--- config.mk ---
export PLATFORM = sky130hd
export DESIGN_NAME = shared_reg_arbiter
export DESIGN_NICKNAME = d
export VERILOG_FILES = /design/src/rtl/shared_reg_arbiter.sv
export SDC_FILE = /design/constraint.sdc
export NUM_CORES = 1
export LEC_CHECK = 0
export CAP_MARGIN = 40
export CORE_MARGIN = 4
export CORE_UTILIZATION = 47
export CTS_CLUSTER_DIAMETER = 30
export DETAILED_ROUTE_END_ITERATION = 8
export GPL_TIMING_DRIVEN = 0
export PLACE_DENSITY = 0.93
export SETUP_SLACK_MARGIN = 0.15
export SYNTH_ARGS = -nofsm -noshare
export SYNTH_HDL_FRONTEND = slang
export SYNTH_SLANG_ARGS = --single-unit
--- constraint.sdc ---
create_clock -name clk -period 4.35 [get_ports clk]
set_input_delay 1.305 -clock clk [delete_from_list [all_inputs] [get_ports clk]]
set_output_delay 1.305 -clock clk [all_outputs]
set_load 0.02 [all_outputs]
--- src/rtl/shared_reg_arbiter.sv ---
// Round-robin arbiter granting exclusive write access to one shared WIDTH-bit
// register among N_REQ requesters, with each tenure capped at MAX_HOLD writes.
module shared_reg_arbiter #(
    parameter int unsigned N_REQ    = 4,
    parameter int unsigned WIDTH    = 8,
    parameter int unsigned MAX_HOLD = 4
) (
    input  logic                     clk,
    input  logic                     rst,
    input  logic [N_REQ-1:0]         req,
    input  logic [N_REQ*WIDTH-1:0]   wdata,
    output logic [N_REQ-1:0]         gnt,
    output logic [$clog2(N_REQ)-1:0] owner,
    output logic                     busy,
    output logic [WIDTH-1:0]         q,
    output logic                     q_valid
);

    localparam int unsigned IW = $clog2(N_REQ);
    localparam int unsigned HW = $clog2(MAX_HOLD) + 1;

    typedef enum logic {IDLE, GRANT} state_t;

    state_t            state, state_nx;
    logic [IW-1:0]     ptr, ptr_nx, owner_nx, winner;
    logic [HW-1:0]     hold, hold_nx;
    logic [N_REQ-1:0]  gnt_nx;
    logic [WIDTH-1:0]  q_nx;
    logic              q_valid_nx;
    logic              found, wr, rel;

    // Rotating search starting at ptr; first set request wins.
    always_comb begin : arbitrate
        int unsigned idx;
        logic [IW-1:0] idx_b;
        found  = 1'b0;
        winner = '0;
        idx    = 0;
        idx_b  = '0;
        for (int unsigned k = 0; k < N_REQ; k++) begin
            idx   = (32'(ptr) + k) % N_REQ;
            idx_b = IW'(idx);
            if (!found && req[idx_b]) begin
                found  = 1'b1;
                winner = idx_b;
            end
        end
    end

    always_comb begin
        state_nx   = state;
        gnt_nx     = gnt;
        owner_nx   = owner;
        ptr_nx     = ptr;
        hold_nx    = hold;
        q_nx       = q;
        q_valid_nx = q_valid;

        wr  = (state == GRANT) && req[owner];
        rel = (state == GRANT) && (!wr || (hold == HW'(MAX_HOLD - 1)));

        if (wr) begin
            q_nx       = wdata[owner*WIDTH +: WIDTH];
            q_valid_nx = 1'b1;
            hold_nx    = hold + 1'b1;
        end

        // A release re-arbitrates in the same edge so the next owner has no idle bubble.
        if (state == IDLE || rel) begin
            if (found) begin
                state_nx         = GRANT;
                gnt_nx           = '0;
                gnt_nx[winner]   = 1'b1;
                owner_nx         = winner;
                ptr_nx           = (winner == IW'(N_REQ - 1)) ? '0 : winner + 1'b1;
                hold_nx          = '0;
            end else begin
                state_nx = IDLE;
                gnt_nx   = '0;
                owner_nx = '0;
            end
        end
    end

    always_ff @(posedge clk or posedge rst) begin
        if (rst) begin
            state   <= IDLE;
            gnt     <= '0;
            owner   <= '0;
            ptr     <= '0;
            hold    <= '0;
            q       <= '0;
            q_valid <= 1'b0;
        end else begin
            state   <= state_nx;
            gnt     <= gnt_nx;
            owner   <= owner_nx;
            ptr     <= ptr_nx;
            hold    <= hold_nx;
            q       <= q_nx;
            q_valid <= q_valid_nx;
        end
    end

    assign busy = |gnt;

endmodule
==> results.yml <==
cts:
  cts.sinks: 21
  cts_buffer_depth: 2
  clk_latency_ns: 0.31
  cts-root-buf: "clkbuf_4"
  cts.repair.resized: 0
  cts-htree-levels: 1
  ctsHoldBuffers: 0
  tritoncts: "yes"
  cts_buffers: 3
  postCtsSetupBuffers: 0
  clk_pin_slew_ns: 0.12
synth:
  ys_ff_latch: 21
  synthTopCellsByArea: "dfrtp_1 (38%), mux4_1 (15%), mux2_4 (7.7%)"
  syn_nets: 151
  synth_warnings: 0
  yosysUniqueCellTypes: 32
  netlist_area_sq_mm: 0.00137
  synthArstFlopShare: 1.00
  synthTopCellsByCount: "dfrtp_1 (21), inv_1 (10), mux4_1 (8)"
  synth_cells: 107
  postSynthAreaPerCell_sq_um: 12.8
  synth_edf_count: 0
  yosysMostFrequentCell: "dfrtp_1"
  ys_seq_area_frac: 0.385
  yosysTopAreaCell: "dfrtp_1"
  yosysTopAreaCellShare: 0.385
  dominantRegCellSynth: "dfrtp_1"
cells_and_area:
  layout-drive-gt1-share: 0.134
  fin_nets: 209
  final.fill_count: 197
  fin_cells: 195
  fin_area_sq_mm: 0.00196
  diodes: 0
  area_growth_syn_to_layout_pct: 43.7
  fin_util: 0.711
pwr:
  p_leak_nw: 0.866
  p_per_area_mw_per_mm2: 627
  vdd_drop_max_uv: 586
  finalPower_mw: 1.23
floorplanning:
  fp-row-count: 19
  io_pins: 54
  initial_core_util: 0.495
  die_h_um: 61.9
  die_area_sq_mm: 0.00383
  fp.dieW_um: 61.9
  coreArea_sq_mm: 0.00276
worst_setup_path:
  critPathMaxStageDelay_ns: 0.62
  r2r_start: "hold[0]"
  cp_top_family: "buffers and inverters"
  cp_slowest_cell: "clkdlybuf4s50_1"
  cp.required_ns: 4.56
  startpoint_type: "input port"
  critical_path_class: "in2reg"
  critPathMaxFanout: 6
  worstPathArrival_ns: 3.16
  crit_path_cell_trace: "clkdlybuf4s50_1 > nand2_1 > a221oi_1 > nor2_1 > ha_1 > mux2_2"
  startpoint: "req[0]"
  cp-end-kind: "flop"
  cp_num_buf_inv: 1
global_routing:
  track_usage: 0.192
  grt_max_degree: 22
  grt_pass1_wl_um: 5320
  antenna_found_initial: 0
  grt_overflow_total: 0
  grt_pass1_vias: 1170
timing:
  finalSetupViolations: 0
  holdWs_ns: 0.486
  worst_slack_ns: 1.40
  tns_ns: 0
  fin_skew_ns: 0.00741
  finalCriticalPeriod_ns: 2.95
  drv_slew: 0
  fin_crit_sh: 0.678
  tightest_slew_ns: 0.777
  hold_viol_final: 0
  slew_headroom: 0.482
  max_freq_mhz: 339
  rsz0062_at_grt: "no"
place:
  place_area_sq_mm: 0.00193
  place_ws_ns: 1.05
  placed_cells: 191
  dp_hpwl_um: 2720
  place.gp.congestion: 0.832
  port_buffers: 53
status:
  status: "finished clean"
detailed_routing:
  drt_iter0_drc: 45
  antenna_left: 0
  wl_per_cell_um: 17.6
  vias_per_cell: 5.73
  routed_wl_um: 3440
  drt_pass1_iterations: 4
  vias: 1117
  drcViolationCount: 0
job:
  cap_violations: 0
hold_path:
  hp-start: "q_valid"
  hold_path.class: "reg2reg"
==> power by group <==
part           internal (mW)  leakage [nW]  total [mW]  switching, mW
registers              0.282         0.249       0.343         0.0606
clock network         0.0343        0.0177      0.0951         0.0608
logic                  0.437         0.599       0.793          0.355
total                  0.753         0.866        1.23          0.477
==> registers in the layout, indices dropped and copies added (netlist names) <==
register and cells:
gnt 4, hold 3, owner 2, ptr 2, q 8, q_valid 1, state 1
==> cells in the final DEF, fill, tap and decap left out, types with 2 or more instances in the layout <==
cell type | synthesis | layout
a21oi_1 | 3 | 3
o32ai_1 | 2 | 2
o21ai_0 | 2 | 2
dfrtp_1 | 21 | 21
ha_1 | 6 | 6
buf_2 | 2 | 2
clkbuf_4 | 0 | 3
mux4_1 | 8 | 8
o22a_1 | 2 | 2
mux2_2 | 2 | 2
mux2i_1 | 7 | 7
nand2_1 | 7 | 7
inv_1 | 10 | 10
nand2b_1 | 4 | 4
clkdlybuf4s50_1 | 0 | 53
a21o_1 | 2 | 2
mux2_4 | 7 | 7
o22ai_1 | 2 | 2
nor2_1 | 5 | 5
==> worst paths after layout <==
kind | slack (ns) | depth (start not counted) | to
worst max-delay path | 1.40 | 6 | ptr[1]
worst max register to register | 2.29 | 5 | ptr[1]
min in group asynchronous | 1.45 | 2 | q[6]
worst min register to register | 0.49 | 1 | q_valid
worst min-delay path | 0.49 | 1 | q_valid
max in group asynchronous | 2.41 | 2 | gnt[3]
==> worst register-to-register path, stage by stage, from the launching register on <==
cell      delay, ns
dfrtp_1        0.42
ha_1           0.21
ha_1           0.24
or3b_1         0.42
o221ai_1       0.31
mux2_2         0.37
==> routing by layer <==
layer	GRT usage	vias up	routed length, um
met1	0.232	537	1370
met3	0.0331	6	322
met5	0	-	0
met4	0.0636	0	47
li1	-	517	-
met2	0.345	57	1690
==> cells by family after synthesis <==
group / share of synthesized area
fa+ha+maj: 0.0550
flops: 0.385
mux: 0.315
buf+inv: 0.0605
compound gates: 0.0834
simple gates: 0.101
==> cell type report <==
type / instances / area, sq um / area share
Multi-Input combinational cell: 71 / 757 / 0.386
Timing Repair Buffer: 53 / 531 / 0.270
Sequential cell: 21 / 526 / 0.268
Buffer: 4 / 41.3 / 0.0210
Inverter: 11 / 41.3 / 0.0210
Tap cell: 31 / 38.8 / 0.0198
Clock buffer: 3 / 22.5 / 0.0115
Clock inverter: 1 / 5.00 / 0.00255
Note: power is estimated with default switching activity, not from simulation.
